### config.mk
export PLATFORM = sky130hd
export DESIGN_NAME = imem_fetch_queue_flat
export DESIGN_NICKNAME = d
export VERILOG_FILES = /design/src/rtl/imem_fetch_queue_if.sv /design/src/rtl/imem_fetch_queue.sv /design/src/flat_wrapper.sv
export SDC_FILE = /design/constraint.sdc
export NUM_CORES = 1
export LEC_CHECK = 0
export ABC_AREA = 0
export CAP_MARGIN = 15
export CORE_ASPECT_RATIO = 1.4
export CORE_MARGIN = 5
export CORE_UTILIZATION = 31
export DETAILED_ROUTE_END_ITERATION = 12
export SLEW_MARGIN = 25
export SYNTH_ARGS = -nofsm -noshare
export SYNTH_HDL_FRONTEND = slang
export SYNTH_SLANG_ARGS = --single-unit
export TNS_END_PERCENT = 10
### constraint.sdc
create_clock -name clk -period 2.6 [get_ports clk]
set_clock_uncertainty 0.15 [all_clocks]
set_input_delay 0.52 -clock clk [delete_from_list [all_inputs] [get_ports clk]]
set_output_delay 0.52 -clock clk [all_outputs]
set_load 0.02 [all_outputs]
### src/rtl/imem_fetch_queue_if.sv
// Fetch-queue bus: instruction-memory request/response, redirect/halt control and
// the decode-side val/rdy delivery port.
interface imem_fetch_queue_if #(
   parameter int unsigned DEPTH = 4
);
   localparam int unsigned OccW = $clog2(DEPTH) + 1;

   logic            imemreq_val;
   logic [31:0]     imemreq_addr;
   logic [31:0]     imemresp_data;
   logic            redirect_val;
   logic [31:0]     redirect_pc;
   logic            halt;
   logic            inst_val;
   logic            inst_rdy;
   logic [31:0]     inst_pc;
   logic [31:0]     inst_data;
   logic [OccW-1:0] occupancy;

   modport master (
      output imemreq_val, imemreq_addr, inst_val, inst_pc, inst_data, occupancy,
      input  imemresp_data, redirect_val, redirect_pc, halt, inst_rdy
   );

   modport slave (
      input  imemreq_val, imemreq_addr, inst_val, inst_pc, inst_data, occupancy,
      output imemresp_data, redirect_val, redirect_pc, halt, inst_rdy
   );
endinterface

### src/rtl/imem_fetch_queue.sv
// Instruction-fetch front end: fetches from a combinational instruction memory into a
// small {pc, instruction} FIFO, with redirect-flush and halt support.
module imem_fetch_queue #(
   parameter int unsigned DEPTH    = 4,
   parameter logic [31:0] RESET_PC = 32'h0000_0000,
   parameter logic [31:0] PC_STEP  = 32'd4
) (
   input logic                 clk,
   input logic                 rst,
   imem_fetch_queue_if.master  bus_io
);
   localparam int unsigned PtrW = $clog2(DEPTH);
   localparam int unsigned OccW = PtrW + 1;

   typedef enum logic [1:0] {StBoot, StRun, StHalted} state_e;

   state_e          state_q, state_d;
   logic [31:0]     pc_q, pc_d;
   logic [PtrW-1:0] head_q, head_d, tail_q, tail_d;
   logic [OccW-1:0] count_q, count_d;
   logic [31:0]     pc_mem_q   [DEPTH];
   logic [31:0]     data_mem_q [DEPTH];
   logic            fetch, deq;

   // No path from inst_rdy into the request: a full queue waits one cycle to refill.
   assign fetch = (state_q == StRun) && (count_q < OccW'(DEPTH)) && !bus_io.redirect_val;
   assign deq   = (count_q != '0) && bus_io.inst_rdy;

   always_comb begin
      state_d = state_q;
      pc_d    = pc_q;
      head_d  = head_q;
      tail_d  = tail_q;
      count_d = count_q;
      if (bus_io.redirect_val) begin
         state_d = StRun;
         pc_d    = bus_io.redirect_pc;
         head_d  = '0;
         tail_d  = '0;
         count_d = '0;
      end else begin
         unique case (state_q)
            StBoot:   state_d = StRun;
            StRun:    if (bus_io.halt) state_d = StHalted;
            StHalted: state_d = StHalted;
            default:  state_d = StBoot;
         endcase
         if (fetch) begin
            pc_d   = pc_q + PC_STEP;
            tail_d = tail_q + PtrW'(1);
         end
         if (deq) begin
            head_d = head_q + PtrW'(1);
         end
         count_d = count_q + OccW'(fetch) - OccW'(deq);
      end
   end

   always_ff @(posedge clk or negedge rst) begin
      if (!rst) begin
         state_q <= StBoot;
         pc_q    <= RESET_PC;
         head_q  <= '0;
         tail_q  <= '0;
         count_q <= '0;
      end else begin
         state_q <= state_d;
         pc_q    <= pc_d;
         head_q  <= head_d;
         tail_q  <= tail_d;
         count_q <= count_d;
      end
   end

   always_ff @(posedge clk or negedge rst) begin
      if (!rst) begin
         for (int i = 0; i < int'(DEPTH); i++) begin
            pc_mem_q[i]   <= '0;
            data_mem_q[i] <= '0;
         end
      end else if (fetch) begin
         pc_mem_q[tail_q]   <= pc_q;
         data_mem_q[tail_q] <= bus_io.imemresp_data;
      end
   end

   assign bus_io.imemreq_val  = fetch;
   assign bus_io.imemreq_addr = pc_q;
   assign bus_io.inst_val     = (count_q != '0);
   assign bus_io.inst_pc      = pc_mem_q[head_q];
   assign bus_io.inst_data    = data_mem_q[head_q];
   assign bus_io.occupancy    = count_q;
endmodule

### src/flat_wrapper.sv
// flat-port wrapper written by rule: the top's interface ports become plain ports
module imem_fetch_queue_flat 
#(
   parameter int unsigned DEPTH    = 4,
   parameter logic [31:0] RESET_PC = 32'h0000_0000,
   parameter logic [31:0] PC_STEP  = 32'd4
)
  (clk, rst, bus_io_imemreq_val, bus_io_imemreq_addr, bus_io_inst_val, bus_io_inst_pc, bus_io_inst_data, bus_io_occupancy, bus_io_imemresp_data, bus_io_redirect_val, bus_io_redirect_pc, bus_io_halt, bus_io_inst_rdy);
  imem_fetch_queue_if #(.DEPTH(DEPTH)) bus_io_i ();
  input logic clk;
  input logic rst;
  output wire logic [$bits(bus_io_i.imemreq_val)-1:0] bus_io_imemreq_val;
  output wire logic [$bits(bus_io_i.imemreq_addr)-1:0] bus_io_imemreq_addr;
  output wire logic [$bits(bus_io_i.inst_val)-1:0] bus_io_inst_val;
  output wire logic [$bits(bus_io_i.inst_pc)-1:0] bus_io_inst_pc;
  output wire logic [$bits(bus_io_i.inst_data)-1:0] bus_io_inst_data;
  output wire logic [$bits(bus_io_i.occupancy)-1:0] bus_io_occupancy;
  input wire logic [$bits(bus_io_i.imemresp_data)-1:0] bus_io_imemresp_data;
  input wire logic [$bits(bus_io_i.redirect_val)-1:0] bus_io_redirect_val;
  input wire logic [$bits(bus_io_i.redirect_pc)-1:0] bus_io_redirect_pc;
  input wire logic [$bits(bus_io_i.halt)-1:0] bus_io_halt;
  input wire logic [$bits(bus_io_i.inst_rdy)-1:0] bus_io_inst_rdy;
  assign bus_io_imemreq_val = bus_io_i.imemreq_val;
  assign bus_io_imemreq_addr = bus_io_i.imemreq_addr;
  assign bus_io_inst_val = bus_io_i.inst_val;
  assign bus_io_inst_pc = bus_io_i.inst_pc;
  assign bus_io_inst_data = bus_io_i.inst_data;
  assign bus_io_occupancy = bus_io_i.occupancy;
  assign bus_io_i.imemresp_data = bus_io_imemresp_data;
  assign bus_io_i.redirect_val = bus_io_redirect_val;
  assign bus_io_i.redirect_pc = bus_io_redirect_pc;
  assign bus_io_i.halt = bus_io_halt;
  assign bus_io_i.inst_rdy = bus_io_inst_rdy;
  imem_fetch_queue #(.DEPTH(DEPTH), .RESET_PC(RESET_PC), .PC_STEP(PC_STEP)) u_core (.clk(clk), .rst(rst), .bus_io(bus_io_i));
endmodule
# Word-level counts from Yosys, hierarchy flattened
# Index checks and enable logic that the tools add are counted.
[totals]
reg_bits = 297
latchBits = 0
mem_bits_rw = 0
rom_bits = 0
in_bits = 69
output_inout_bits = 101
elab_cells = 56
n_memories = 0
[classes]
n_addsub = 5
mul = 0
n_div = 0
magnitude_cmp = 4
eq_ne = 3
shifts = 0
n_mux = 20
bitwise_logic = 2
n_reduce_logical = 9
[ops]
columns = ["operator", "n"]
rows = [
  ["128-bit bitwise mux", 2],
  ["32-bit two-way mux", 7],
  ["32-bit binary-select mux with 2-bit select", 2],
  ["32-bit demux with 2-bit select", 1],
  ["32-bit by 3-bit adder with 32-bit output (second input constant)", 1],
  ["2-bit two-way mux", 6],
  ["3-bit greater-or-equal comparator (second input constant)", 2],
  ["2-bit inverter with 3-bit output", 2],
  ["2-bit one-hot mux with 3 select lines", 1],
  ["2-bit by 1-bit adder with 2-bit output (second input constant)", 2],
  ["1-bit logical AND", 4],
  ["2-bit nonzero test", 2],
  ["3-bit by 1-bit adder with 3-bit output", 1],
  ["3-bit by 1-bit < comparator with 1-bit output (second input constant)", 1],
  ["3-bit < comparator (second input constant)", 1],
  ["3-bit two-way mux", 1],
  ["3-bit inequality test (second input constant)", 1],
  ["3-bit nonzero test", 1],
  ["3-bit by 1-bit subtractor with 3-bit output", 1],
  ["2-bit by 1-bit equality test with 1-bit output (second input constant)", 1],
  ["2-bit equality test (second input constant)", 1],
  ["2-bit logical NOT", 1],
  ["1-bit logical NOT", 1],
]

# Logic depth before layout (Yosys ltp)
# Gate-level depths: netlist of run 1.
[logic_depth]
depth_word = 6
mapped_depth = 12
ltp_nobuf = 12

# Worst setup path after synthesis of run 1
# Ideal clock, no wire load.
[synth_path]
kind = "input-to-reg"
start = "in bus_io_redirect_val"
end = "reg u_core.count_q[2], in the netlist u_core.bus_io.occupancy[2]"
setup_time_ns = 0.132
arrival_ns = 2.559
t_required_ns = 2.318
slack_ns = -0.240
cell_stages = 12
n_path_buf = 3
cell_sequence = "clkbuf_1 clkbuf_1 clkbuf_1 nor2_1 inv_1 ha_1 inv_1 ha_1 inv_1 fa_1 xnor2_1 nor2_1"
[synth_via]
elab_chain_len = 5
[synth_rtl]
columns = ["item", "line_no", "source"]
rows = [
  ["start: declaration", "flat_wrapper.sv:19", "input wire logic [$bits(bus_io_i.redirect_val)-1:0] bus_io_redirect_val;"],
  ["1-bit logical NOT", "imem_fetch_queue.sv:26", "assign fetch = (state_q == StRun) && (count_q < OccW'(DEPTH)) && !bus_io.redirect_val;"],
  ["1-bit logical AND", "imem_fetch_queue.sv:26", ""],
  ["via bus_io_imemreq_val", "flat_wrapper.sv:12", "output wire logic [$bits(bus_io_i.imemreq_val)-1:0] bus_io_imemreq_val;"],
  ["3-bit by 1-bit adder with 3-bit output", "imem_fetch_queue.sv:55", "count_d = count_q + OccW'(fetch) - OccW'(deq);"],
  ["3-bit by 1-bit subtractor with 3-bit output", "imem_fetch_queue.sv:55", ""],
  ["3-bit two-way mux", "imem_fetch_queue.sv:35", "if (bus_io.redirect_val) begin"],
  ["via u_core.count_d[2]", "imem_fetch_queue.sv:20", "logic [OccW-1:0] count_q, count_d;"],
  ["end signal: assignment", "imem_fetch_queue.sv:71", "count_q <= count_d;"],
  ["end: declaration", "imem_fetch_queue.sv:20", ""],
]
# The timed path passes the listed nets, and every way through them passes these cells.
# A chain may end at the register's enable or synchronous reset.

# Worst setup path after layout of run 1
[layout_path]
start = "reg u_core.head_q[0]"
end = "out bus_io_inst_pc[23]"
[layout_via]
elab_chain_len = 4
[layout_rtl]
columns = ["item", "line_no", "source"]
rows = [
  ["start: declaration", "imem_fetch_queue.sv:19", "logic [PtrW-1:0] head_q, head_d, tail_q, tail_d;"],
  ["start signal: assignment", "imem_fetch_queue.sv:63", "head_q <= '0;"],
  ["start signal: assignment", "imem_fetch_queue.sv:69", "head_q <= head_d;"],
  ["2-bit inverter with 3-bit output (implied by the code)", "imem_fetch_queue.sv:90", "assign bus_io.inst_pc = pc_mem_q[head_q];"],
  ["32-bit binary-select mux with 2-bit select", "imem_fetch_queue.sv:90", ""],
  ["32-bit two-way mux (implied by the code) (2 in series)", "imem_fetch_queue.sv:90", ""],
  ["end: declaration", "flat_wrapper.sv:15", "output wire logic [$bits(bus_io_i.inst_pc)-1:0] bus_io_inst_pc;"],
]
# No other way between the ends. The select of a mux whose other input is x is not followed.

==> run_results.csv, run 1 <==
group,metric,value,unit
global_route,grt.total_usage,0.147,
timing,worst_slew_pin_slew,0.427,ns
cells_and_area,syn_to_final_growth,28.0,%
worst_setup_path,cpMaxStageDelayCell,"mux4_2",
cells_and_area,nets,1178,
cts,root_buffer,"clkbuf_16",
pwr,power_switching,6390,uW
hold_path,min_path_type,"in2reg",
synthesis,synth_common_cells,"dfrtp_1 (297), mux2_2 (258), mux4_2 (64), buf_2 (38), nand2_1 (30)",
worst_setup_path,critPathBufInv,3,
die,core-area,43100,sq um
global_route,grt_pass1_wl,54.9,mm
flow_run,maxCapViolCount,0,
cts,clk_pin_slew,0.06,ns
hold_path,holdPathStages,2,
die,io_pins,170,
pwr,p_int,13700,uW
timing,rsz0062_at_grt,"true",
place,dp_slack,0.0333,ns
die,initial_core_util,0.313,
die,rows,90,
cells_and_area,n_antenna_cell,0,
timing,slew_headroom,0.715,
pwr,pwr-share-clk,0.237,
synthesis,async_reset_ff_frac,1.00,
synthesis,post_synth.cell_area_avg,14.9,sq um
synthesis,synth_cells,903,
worst_setup_path,critPathKind,"reg2out",
place,io_buffer_count,169,
detailed_routing,ant_nets,0,
cts,h-tree-depth,2,
synthesis,synth_xor_area_frac,0.0104,
run_status,violations,"setup timing",
global_route,grt_start_max_net_pins,77,
worst_setup_path,crit_fanout,7,
synthesis,synth.area.top_cells,"dfrtp_1 (55%), mux2_2 (22%), mux4_2 (11%)",
cts,clock_sinks,297,
pwr,ir_worst_vdd,0.000796,V
synthesis,synth_top_family_by_area,"multiplexers",
synthesis,ys_seq_area_frac,0.551,
detailed_routing,finalWirelength,35.1,mm
timing,finalHoldViolCount,0,
detailed_routing,routedWlPerCell,21.0,um
worst_setup_path,worstSetupStartpointType,"register",
die,fp.dieW,186,um
hold_path,holdPathEnd,"u_core.tail_q[1]",
detailed_routing,drc,0,
cells_and_area,final_util,0.400,
timing,maxSlewViolCount,0,
pwr,pwr-share-comb,0.393,
worst_setup_path,reg2reg_to,"u_core.bus_io.occupancy[2]",
pwr,p_per_area,1160,nW/um^2
cells_and_area,drive_gt1_frac,0.457,
detailed_routing,vias,8363,
synthesis,synth_compound_area_frac,0.0240,
timing,fin_crit_sh,1.03,
timing,timing.fmax,0.373,GHz
worst_setup_path,cp_cell_sequence,"buf_8, buf_16, mux4_2, buf_6",
detailed_routing,drt-pass1-iter-count,4,
worst_setup_path,max_stage_delay,0.58,ns
timing,finalSetupViolCount,56,
cells_and_area,seq_area,7440,sq um
pwr,leakage,0.00725,uW
synthesis,synth_fp_nets,982,
synthesis,synthFlopType,"dfrtp_1",
pwr,seq_power_share,0.370,
place,place_congestion,0.749,
worst_setup_path,crit_arrival,2.01,ns
cts,numCtsBuffers,34,
die,die_area,47800,sq um
die,die_y,257,um
cts,insertion_delay,0.51,ns
pwr,switching_share,0.319,
synthesis,ys_seq_elements,297,
worst_setup_path,crit_path_end_kind,"output port",
worst_setup_path,rr_startpoint,"u_core.state_q[1]",
synthesis,synth_cell_types,49,
synthesis,yosysWarnings,0,
worst_setup_path,crit_family,"multiplexers",
detailed_routing,viasPerCell,5.00,
worst_setup_path,ff2ff_setup_slack,0.15,ns
synthesis,synthAdderAreaFrac,0.00984,
global_route,grt_pass1_vias,9079,
detailed_routing,dr.first_iter.drc_count,342,
synthesis,yosysTopAreaCell,"dfrtp_1",
synthesis,synth_simple_gate_area_frac,0.0537,
global_route,antenna_found_initial,3,
cts,cts_tree,"yes",
cells_and_area,multi_input_area,5710,sq um
place,dp_hpwl,23.3,mm
timing,min_period,2.68,ns
hold_path,min_from,"bus_io_redirect_val",
cts,clk_path_buf_depth,3,
timing,final.setup.worst_slack,-0.0832,ns
worst_setup_path,r2r_cells,12,
synthesis,syn_area,13500,sq um
synthesis,yosys-mux-area-fraction,0.323,
global_route,grt_overflow_total,0,
run_status,status,"finished with violations",
synthesis,synth_enable_flop_cells,0,
worst_setup_path,required,1.93,ns
synthesis,synth_top_cell_area_share,0.551,
synthesis,yosysMostFrequentCell,"dfrtp_1",
cells_and_area,fill_cells,4074,
[state kept, by name (all words and copies together) (netlist names)]
| name | cells |
|---|---|
| u_core.head_q | 2 |
| u_core.tail_q | 2 |
| u_core.bus_io.occupancy | 3 |
| u_core.data_mem_q | 128 |
| u_core.state_q | 2 |
| u_core.bus_io.imemreq_addr | 32 |
| u_core.pc_mem_q | 128 |
[cells in the final DEF, fill, tap and decap left out, types with 4 or more instances in the layout]
cell type        netlist  final
xor2_1                 8      8
nand3b_1               4      4
o211ai_1               4      4
ha_1                   9      9
clkdlybuf4s50_1        0    101
and3_4                 0      4
o21ai_0               16     16
nand2_1               30     30
clkbuf_16              0     36
clkinv_2               0      7
clkbuf_8               1      6
buf_4                  2     35
or4_1                 12     12
o31ai_1                8      8
or3_1                  8      8
buf_2                 38     42
mux2_2               258    258
dfrtp_1              297    295
nand3_1               11     11
nand4_1               10     10
and2_1                 5      5
xnor2_1                8      8
mux4_2                64     64
nor2_1                21     20
inv_1                  9      9
clkbuf_1              18      6
nor2b_1                4      4
buf_6                  2     22
buf_12                 0     20
a31oi_1               11     11
nor4_1                 4      4
[power by group through the flow]
| stage | registers [uW] | clock network [uW] | logic (uW) |
|---|---|---|---|
| 3_3_place_gp | 7440 | 0 | 8000 |
| 2_1_floorplan | 7240 | 0 | 5040 |
| 3_5_place_dp | 7530 | 0 | 8120 |
| 6_report | 7430 | 4750 | 7880 |
| 5_1_grt | 7650 | 5120 | 8480 |
| 4_1_cts | 7440 | 4930 | 7750 |
[metrics by stage]
step                area (sq um)  hold WS (ns)  setup TNS, ns  std cells  total power, uW
finish                     17300         0.136          -2.13       1674            20100
floorplan                  13500        0.0744              0        903            12300
detailed placement         16100         0.311              0       1607            15700
global placement           16100         0.309              0       1607            15400
CTS                        17100         0.105          -4.13       1673            20100
global route               17300         0.137          -6.22       1674            21200
[cell type report]
cell class                      count  area share
Clock buffer                       47      0.0568
Clock inverter                     12     0.00689
Inverter                            9     0.00196
Multi-Input combinational cell    529       0.331
Sequential cell                   297       0.431
Tap cell                          552      0.0400
Timing Repair Buffer              228       0.133
[logic make-up (layout without fill, tap and decap cells)]
kind of cell / count (synthesis) / count (layout)
muxes: 323 / 323
DFF: 297 / 297
and+or+nand+nor: 130 / 130
buffers and inverters: 77 / 296
AOI/OAI and AO/OA: 50 / 50
xor gates and xnor gates: 16 / 16
adders and majority gates: 10 / 10
[layer usage]
layer,part of all wire,vias to the layer above,GRT usage
li1,-,3742,-
met1,0.41,4389,0.189
met2,0.51,182,0.251
met3,0.059,44,0.0357
met4,0.017,6,0.0338
met5,0.0011,-,0
[how the worst max path moves through the flow]
stage | slack (ns) | start | depth (start not counted) | end
2_1_floorplan | 0.02 | bus_io_redirect_val | 12 | u_core.bus_io.occupancy[2]
3_3_place_gp | 0.05 | u_core.head_q[0] | 3 | bus_io_inst_pc[30]
3_5_place_dp | 0.03 | u_core.head_q[0] | 3 | bus_io_inst_pc[28]
4_1_cts | -0.14 | u_core.head_q[0] | 4 | bus_io_inst_pc[23]
5_1_grt | -0.14 | u_core.head_q[0] | 4 | bus_io_inst_pc[16]
6_report | -0.08 | u_core.head_q[0] | 4 | bus_io_inst_pc[23]
[worst reg2reg max path: cells and delay by family, from the launching register on]
kind / cells / cell delay [ns]
DFF: 1 / 0.36
buffers and inverters: 4 / 0.23
and+or+nand+nor: 3 / 0.50
adders and majority gates: 4 / 0.93
xor gates and xnor gates: 1 / 0.15
[what timing repair did]
| action | in CTS | in global routing |
|---|---|---|
| gates cloned | 2 | 1 |
| setup buffers | 4 | 0 |
| resized for setup | 268 | 35 |
| setup endpoints to repair | 66 | 66 |
| hold endpoints to repair | 43 | 0 |
| pin swaps | 0 | 1 |
| hold buffers | 1 | 0 |
(Power assumes the default switching activity.)
==> run 2: changes to the inputs <==
--- a/config.mk
+++ b/config.mk
@@ -11,6 +11,7 @@
 export CORE_MARGIN = 5
 export CORE_UTILIZATION = 31
 export DETAILED_ROUTE_END_ITERATION = 12
+export PLACE_DENSITY = 0.58
 export SLEW_MARGIN = 25
 export SYNTH_ARGS = -nofsm -noshare
 export SYNTH_HDL_FRONTEND = slang
==> run 2 against run 1 <==
  * The run still ends with setup timing left
  * Global-route usage rose by 0.17 points
  * Design area is 1.2% higher
  * Highest routed layer unchanged
  * Final cell count is 1.3% higher
  * Worst setup slack lost 0.042 ns
  * Critical endpoint is now bus_io_inst_pc[10]
  * Total power rose by 1.2%
==> run_results.csv, run 2 (synthesized netlist as in run 1, its figures left out) <==
group,metric,value,unit
die,rows,90,
worst_setup_path,cp_num_cells,5,
worst_setup_path,setup.worst_path.end,"bus_io_inst_pc[10]",
die,die_area,47800,sq um
detailed_routing,dr.first_iter.drc_count,293,
global_route,grt_overflow_total,0,
die,core-area,43100,sq um
timing,maxSlewViolCount,0,
timing,slew_headroom,0.654,
worst_setup_path,worstSetupStartpointType,"register",
cells_and_area,final_util,0.405,
die,fp.dieW,186,um
place,dp_hpwl,24.1,mm
cts,clk_pin_slew,0.06,ns
run_status,violations,"setup timing",
global_route,grt.total_usage,0.149,
global_route,grt_pass1_wl,55.5,mm
worst_setup_path,crit_family,"buffers and inverters",
cts,cts_tree,"yes",
hold_path,min_path_type,"in2reg",
worst_setup_path,crit_fanout,7,
global_route,grt_start_max_net_pins,62,
worst_setup_path,crit_path_end_kind,"output port",
cells_and_area,drive_gt1_frac,0.465,
timing,rsz0062_at_grt,"true",
cells_and_area,layout_common_cells,"dfrtp_1 (295), mux2_2 (258), clkdlybuf4s50_1 (101), mux4_2 (64), buf_4 (49)",
worst_setup_path,ff2ff_setup_slack,0.13,ns
global_route,grt_pass1_vias,9300,
pwr,ir_worst_vdd,0.000706,V
cells_and_area,seq_area,7440,sq um
detailed_routing,finalWirelength,35.8,mm
run_status,status,"finished with violations",
place,placed_cell_area,16200,sq um
detailed_routing,vias,8463,
cells_and_area,syn_to_final_growth,29.6,%
worst_setup_path,rr_startpoint,"u_core.state_q[1]",
cts,clk_path_buf_depth,3,
place,place_congestion,0.762,
cells_and_area,final_area,17500,sq um
worst_setup_path,cp_cell_sequence,"buf_12, clkbuf_16, buf_6, mux4_2, buf_6",
timing,fin_crit_sh,1.05,
cells_and_area,fin_cells,1696,
die,io_pins,170,
timing,min_period,2.73,ns
worst_setup_path,reg2reg_to,"u_core.bus_io.occupancy[2]",
place,placed_cells,1618,
cells_and_area,layout_commonest_cell,"dfrtp_1",
detailed_routing,ant_nets,0,
die,initial_core_util,0.313,
worst_setup_path,crit_arrival,2.06,ns
cells_and_area,n_antenna_cell,0,
flow_run,maxCapViolCount,0,
worst_setup_path,required,1.93,ns
worst_setup_path,critPathBufInv,4,
cells_and_area,multi_input_area,5710,sq um
cells_and_area,nets,1197,
cts,clock_sinks,297,
cts,root_buffer,"clkbuf_16",
die,die_y,257,um
global_route,antenna_found_initial,2,
timing,final.setup.worst_slack,-0.125,ns
timing,timing.fmax,0.367,GHz
cells_and_area,fill_cells,4018,
cts,numCtsBuffers,34,
timing,finalSetupViolCount,61,
worst_setup_path,cpMaxStageDelayCell,"dfrtp_4",
worst_setup_path,path_common_cell,"buf_6",
timing,worst_slew_pin_slew,0.518,ns
worst_setup_path,critPathKind,"reg2out",
worst_setup_path,r2r_cells,12,
cts,insertion_delay,0.52,ns
worst_setup_path,worstSetupStartpoint,"u_core.head_q[0]",
detailed_routing,drc,0,
worst_setup_path,max_stage_delay,0.49,ns
place,io_buffer_count,169,
detailed_routing,drt-pass1-iter-count,4,
detailed_routing,routedWlPerCell,21.1,um
pwr,p_per_area,1160,nW/um^2
pwr,leakage,0.00736,uW
detailed_routing,viasPerCell,4.99,
timing,finalHoldViolCount,0,
cts,h-tree-depth,2,
[run 2: worst min-delay path, stage by stage]
cell    delay [ns]
buf_2         0.16
buf_4         0.21
nor2_1        0.06
[run 2: cell type report]
cell class,instances,share of cell area
Sequential cell,297,0.426
Multi-Input combinational cell,529,0.327
Timing Repair Buffer,247,0.141
Clock buffer,49,0.0573
Tap cell,552,0.0395
Clock inverter,13,0.00731
Inverter,9,0.00193
[run 2: how the worst min path moves through the flow]
stage	end	cells past startpoint	slack [ns]	start
finish	u_core.head_q[0]	3	0.31	bus_io_redirect_val
global route	u_core.head_q[0]	3	0.32	bus_io_redirect_val
CTS	u_core.head_q[0]	3	0.30	bus_io_redirect_val
detailed placement	u_core.pc_mem_q[56]	1	0.34	u_core.pc_mem_q[56]
global placement	u_core.pc_mem_q[79]	1	0.33	u_core.pc_mem_q[79]
floorplan	u_core.bus_io.imemreq_addr[0]	0	0.07	rst
[run 2: power breakdown]
group | total, uW | internal, uW | switching, uW
Clock | 4840 | 2890 | 1940
Combinational | 8050 | 4510 | 3550
Sequential | 7400 | 6450 | 947
Total | 20300 | 13900 | 6440
[run 2: repair_timing]
action / 4_1_cts / 5_1_grt
setup endpoints to repair: 66 / 66
hold buffers: 1 / 0
pin swaps: 0 / 1
setup buffers: 1 / 12
hold endpoints to repair: 53 / 0
gates cloned: 0 / 3
resized for setup: 246 / 79
[run 2: through the flow]
step	hold slack (ns)	power (uW)	TNS, ns	worst slack, ns
6_report	0.315	20300	-4.15	-0.125
5_1_grt	0.324	21500	-8.66	-0.179
4_1_cts	0.302	20000	-6.82	-0.268
3_5_place_dp	0.340	15700	0	0.0633
3_3_place_gp	0.334	15500	0	0.0494
2_1_floorplan	0.0744	12300	0	0.0177
[run 2: per-layer routing]
layer,wire length [um],global-route usage
met1,14900,0.192
met2,17800,0.251
met3,2040,0.0318
met4,1060,0.0435
met5,27,0
